### config.mk
export PLATFORM = sky130hd
export DESIGN_NAME = packet_arbiter
export DESIGN_NICKNAME = d
export VERILOG_FILES = /design/src/rtl/packet_arbiter.sv
export SDC_FILE = /design/constraint.sdc
export NUM_CORES = 1
export LEC_CHECK = 0
export ABC_AREA = 1
export CORE_MARGIN = 2
export CORE_UTILIZATION = 40
export DETAILED_ROUTE_END_ITERATION = 6
export PLACE_DENSITY = 0.69
export RECOVER_POWER = 100
export SETUP_SLACK_MARGIN = 0.2
export SLEW_MARGIN = 20
export SYNTH_ARGS = -nofsm -noshare
export SYNTH_HDL_FRONTEND = slang
export SYNTH_SLANG_ARGS = --single-unit
### constraint.sdc
create_clock -name clk -period 3.3 [get_ports clk]
set_clock_uncertainty 0.05 [all_clocks]
set_input_delay 0.99 -clock clk [delete_from_list [all_inputs] [get_ports clk]]
set_output_delay 0.99 -clock clk [all_outputs]
set_load 0.05 [all_outputs]
### src/rtl/packet_arbiter.sv
// rtl/packet_arbiter.sv - round-robin packet arbiter that forwards one whole packet per grant
// Optional stall timeout: define PKT_ARB_TIMEOUT_EN.
module packet_arbiter #(
  parameter int NREQ    = 4,
  parameter int UWIDTH  = 8,
  parameter int TIMEOUT = 16
) (
  input  logic                   clk,
  input  logic                   rst,
  input  logic [NREQ-1:0]        req,
  input  logic [NREQ-1:0]        in_valid,
  input  logic [NREQ*UWIDTH-1:0] in_data,
  output logic [NREQ-1:0]        gnt,
  output logic                   out_valid,
  output logic [UWIDTH-1:0]      out_data,
  output logic                   out_sop,
  output logic                   out_eop,
  output logic                   busy,
  output logic                   abort
);

  localparam int IW = (NREQ > 1) ? $clog2(NREQ) : 1;

  typedef enum logic [2:0] {IDLE, SRC, DST, SIZE, DATA, CRC} state_t;

  state_t            state, state_n;
  logic [IW-1:0]     rr_ptr, rr_ptr_n, g_idx, g_idx_n, pick_idx, idx, nxt_ptr;
  logic              pick_found;
  logic [UWIDTH-1:0] cnt, cnt_n, in_byte, out_data_n;
  logic [NREQ-1:0]   gnt_n;
  logic              out_valid_n, out_sop_n, out_eop_n, abort_n;
  logic              accept, tmo;
  logic [UWIDTH-1:0] lane [NREQ];

  for (genvar i = 0; i < NREQ; i++) begin : g_lane
    assign lane[i] = in_data[i*UWIDTH +: UWIDTH];
  end

  assign in_byte = lane[g_idx];
  assign accept  = (state != IDLE) && in_valid[g_idx];
  assign busy    = (state != IDLE);
  assign nxt_ptr = IW'((int'(g_idx) + 1) % NREQ);

  // Scan downward so the nearest requester at or after rr_ptr is the last one written.
  always_comb begin
    pick_found = 1'b0;
    pick_idx   = '0;
    idx        = '0;
    for (int k = NREQ - 1; k >= 0; k--) begin
      idx = IW'((int'(rr_ptr) + k) % NREQ);
      if (req[idx]) begin
        pick_found = 1'b1;
        pick_idx   = idx;
      end
    end
  end

`ifdef PKT_ARB_TIMEOUT_EN
  localparam int SW = $clog2(TIMEOUT + 1);
  logic [SW-1:0] stall_cnt;
  logic          stalling;

  assign stalling = (state != IDLE) && !in_valid[g_idx];
  assign tmo      = stalling && (stall_cnt == SW'(TIMEOUT - 1));

  always_ff @(posedge clk) begin
    if (rst || !stalling || (state_n != state))
      stall_cnt <= '0;
    else
      stall_cnt <= stall_cnt + SW'(1);
  end
`else
  assign tmo = 1'b0;
`endif

  always_comb begin
    state_n     = state;
    rr_ptr_n    = rr_ptr;
    g_idx_n     = g_idx;
    cnt_n       = cnt;
    gnt_n       = gnt;
    out_valid_n = accept;
    out_data_n  = accept ? in_byte : out_data;
    out_sop_n   = accept && (state == SRC);
    out_eop_n   = 1'b0;
    abort_n     = 1'b0;
    case (state)
      IDLE: if (pick_found) begin
        g_idx_n = pick_idx;
        gnt_n   = NREQ'(1) << pick_idx;
        state_n = SRC;
      end
      SRC:  if (accept) state_n = DST;
      DST:  if (accept) state_n = SIZE;
      SIZE: if (accept) begin
        cnt_n   = in_byte;
        state_n = (in_byte == '0) ? CRC : DATA;
      end
      DATA: if (accept) begin
        cnt_n = cnt - UWIDTH'(1);
        if (cnt == UWIDTH'(1)) state_n = CRC;
      end
      CRC: if (accept) begin
        out_eop_n = 1'b1;
        gnt_n     = '0;
        rr_ptr_n  = nxt_ptr;
        state_n   = IDLE;
      end
      default: state_n = IDLE;
    endcase
    // An abort ends the packet without a data byte and skips the stalled source.
    if (tmo) begin
      out_valid_n = 1'b0;
      out_sop_n   = 1'b0;
      out_eop_n   = 1'b1;
      abort_n     = 1'b1;
      gnt_n       = '0;
      rr_ptr_n    = nxt_ptr;
      state_n     = IDLE;
    end
  end

  always_ff @(posedge clk) begin
    if (rst) begin
      state     <= IDLE;
      rr_ptr    <= '0;
      g_idx     <= '0;
      cnt       <= '0;
      gnt       <= '0;
      out_valid <= 1'b0;
      out_data  <= '0;
      out_sop   <= 1'b0;
      out_eop   <= 1'b0;
      abort     <= 1'b0;
    end else begin
      state     <= state_n;
      rr_ptr    <= rr_ptr_n;
      g_idx     <= g_idx_n;
      cnt       <= cnt_n;
      gnt       <= gnt_n;
      out_valid <= out_valid_n;
      out_data  <= out_data_n;
      out_sop   <= out_sop_n;
      out_eop   <= out_eop_n;
      abort     <= abort_n;
    end
  end

endmodule

==> results.yml <==
sta:
  fmax_ghz: 0.339
  setup_tns_ps: 0
  final-setup-viol-count: 0
  tightest_slew_ps: 723
  setup_slack_ps: 351
  drv_slew: 0
  slew_headroom_pct: 51.7
  rsz0062_at_grt: "no"
  fin_hold_ws_ps: 408
  finalHoldViolCount: 0
  min_period_ps: 2950
  fin_crit_sh_pct: 89.4
logic_synthesis:
  syn-num-nets: 355
  synth_top_area_share_pct: 30.0
  synth-simple-area-share_pct: 38.8
  synth_cell_types: 37
  ys_seq_elements: 30
  synth_top_family_by_area: "simple AND/OR/NAND/NOR gates"
  synth_ff_type: "dfxtp_1"
  yosysSeqAreaShare_pct: 30.0
  syn_area_per_cell_um2: 6.44
  synthCells: 311
  synth_compound_area_share_pct: 18.9
  yosys_warnings: 0
  synth_edf_count: 0
  synthTopCellsByArea: "dfxtp_1 30%, nand2_1 18%, nand3_1 7.3%"
  yosysTopAreaCell: "dfxtp_1"
  synth.area.mux_share_pct: 0
  synth.most_common_cell: "nand2_1"
  yosys.area_share.xor_xnor_pct: 0.437
  synthesis.area_mm2: 0.00200
  ys_top_cells_by_count: "96 x nand2_1, 30 x dfxtp_1, 29 x nand3_1"
  async_flop_share_pct: 0
  synth-adder-area-share_pct: 1.25
power:
  pwr_density_cell_mw_per_mm2: 829
  vdd_drop_max_mv: 0.615
  p_leak_nw: 1.21
  finalPower_w: 0.00219
clock_tree:
  ctsResizeCount: 0
  cts_sinks: 30
  clk_latency_ps: 280
  cts-root-buf: "clkbuf_8"
  cts_tree: "built"
  cts_hold_buf: 0
  clk_path_buf_depth: 2
  numCtsBuffers: 5
  cts_setup_buffers: 0
  clkTransAtPathRegs_ps: 60
  cts.htree.levels: 2
die:
  core_mm2: 0.00479
  die_area_mm2: 0.00559
  start_util_pct: 41.8
  die_x_um: 74.7
  die_h_um: 74.7
  ios: 59
  row_count: 25
finish:
  drive_above_1_share_pct: 8.20
  final_nets: 409
  syn_to_final_growth_pct: 32.3
  antenna-diode-count: 0
  layout.cells.non_filler: 433
critical_path:
  arrival_ps: 1910
  start_kind: "flip-flop"
  path_buf_inv: 3
  slowest_delay_ps: 860
  path_class: "reg -> out"
  critical_path.top_delay_family: "buffers and inverters"
  crit_chain: "nor2_2 -> inv_2 -> nor2_8 -> inv_4 -> dlygate4sd3_1"
  crit_fanout: 6
  cpMaxStageDelayCell: "dlygate4sd3_1"
  critical_path.endpoint_type: "output pin"
  required_ps: 2260
global_routing:
  grt_usage_pct: 20.3
  grt_pass1_vias: 1998
  grt_max_degree: 22
  grt_first_pass_wirelength_um: 8680
  antenna_found_initial: 0
  gr-total-overflow: 0
routing:
  initialDrtViolationCount: 70
  vias: 2145
  wirelength_um: 5050
  wl_per_cell_um: 11.7
  via_per_inst: 4.95
  drc: 0
  ant_nets: 0
  drt_first_pass_iters: 4
placement:
  dp_hpwl_um: 3830
  pre_cts_slack_ps: 542
  io_buffer_count: 57
  gp_congestion: 0.865
  dp.cells: 425
outcome:
  outcome: "complete, no violations"
run:
  maxCapViolCount: 0
worst_hold_path:
  min_path_type: "reg -> reg"
==> placed cells by master, fill, tap and decap left out, types with 3 or more instances in the layout <==
cell type        netlist  layout
dfxtp_1               30      30
nor2_1                15      16
clkdlybuf4s50_1        0      40
nor3_1                 4       4
inv_1                 26      27
nand4_1                3       4
nor2_8                 3       3
nand3_1               29      29
nand2_2                6       3
inv_2                  5       4
o21ai_0               22      25
o21ai_1                8       5
a21oi_1               26      27
nand2_1               96     100
clkbuf_8               0       6
dlygate4sd3_1          0      17
==> metal layers <==
layer	up-vias	GRT usage, %	part of all wire (%)
li1	1116	-	-
met1	964	24.4	44
met2	57	34.5	49
met3	8	5.22	5.4
met4	0	8.13	1.6
met5	-	0	0
==> worst reg2reg max path, cell delays in order, from the launching register on <==
cell and delay, ps:
dfxtp_1 540, inv_4 310, nand2_1 70, nand3_1 70, nand2_1 150, nor2_8 240, nand2_1 250, inv_1 230
o21ai_0 140, a211oi_2 190
==> registers in the layout, summed over array words and instances (netlist names) <==
signal	cells
out_valid	1
rr_ptr	2
gnt	4
g_idx	2
state	3
out_data	8
out_eop	1
out_sop	1
cnt	8
==> through the flow <==
stage               cell area (um^2)  utilization (%)
global route                    2650             55.3
finish                          2650             55.3
CTS                             2680             56.1
detailed placement              2590             54.1
global placement                2590             54.1
floorplan                       2000                -
==> final cells by class <==
class | instances | area (um^2)
multi-input cells | 235 | 1160
clock buffers | 7 | 86.3
repair buffers | 58 | 578
well taps | 67 | 83.8
flip-flops and latches | 30 | 601
fillers | 484 | 2140
clock inverters | 1 | 5.00
inverters | 35 | 136
==> where the power goes <==
group,leakage [nW],internal [W],switching (W)
sequential,0.245,0.000471,0.000128
clock,0.0482,0.000168,0.000140
combinational,0.914,0.000411,0.000877
total,1.21,0.00105,0.00114
==> path summary, 6_finish.rpt <==
path / start / to / slack (ps) / depth (start not counted)
max reg2reg: g_idx[0]$_SDFFE_PP0P_ / cnt[6]$_SDFFE_PP0P_ / 980 / 9
min reg2reg: gnt[1]$_SDFFE_PP0P_ / gnt[1]$_SDFFE_PP0P_ / 410 / 2
max: state[1]$_SDFFE_PP0P_ / busy / 350 / 5
min: gnt[1]$_SDFFE_PP0P_ / gnt[1]$_SDFFE_PP0P_ / 410 / 2
==> logic make-up after synthesis <==
group | count (synthesis)
adders and majority gates | 2
DFF | 30
and+or+nand+nor | 165
xor gates and xnor gates | 1
AOI/OAI and AO/OA | 66
other | 1
buffers and inverters | 46
(Power assumes the default switching activity.)
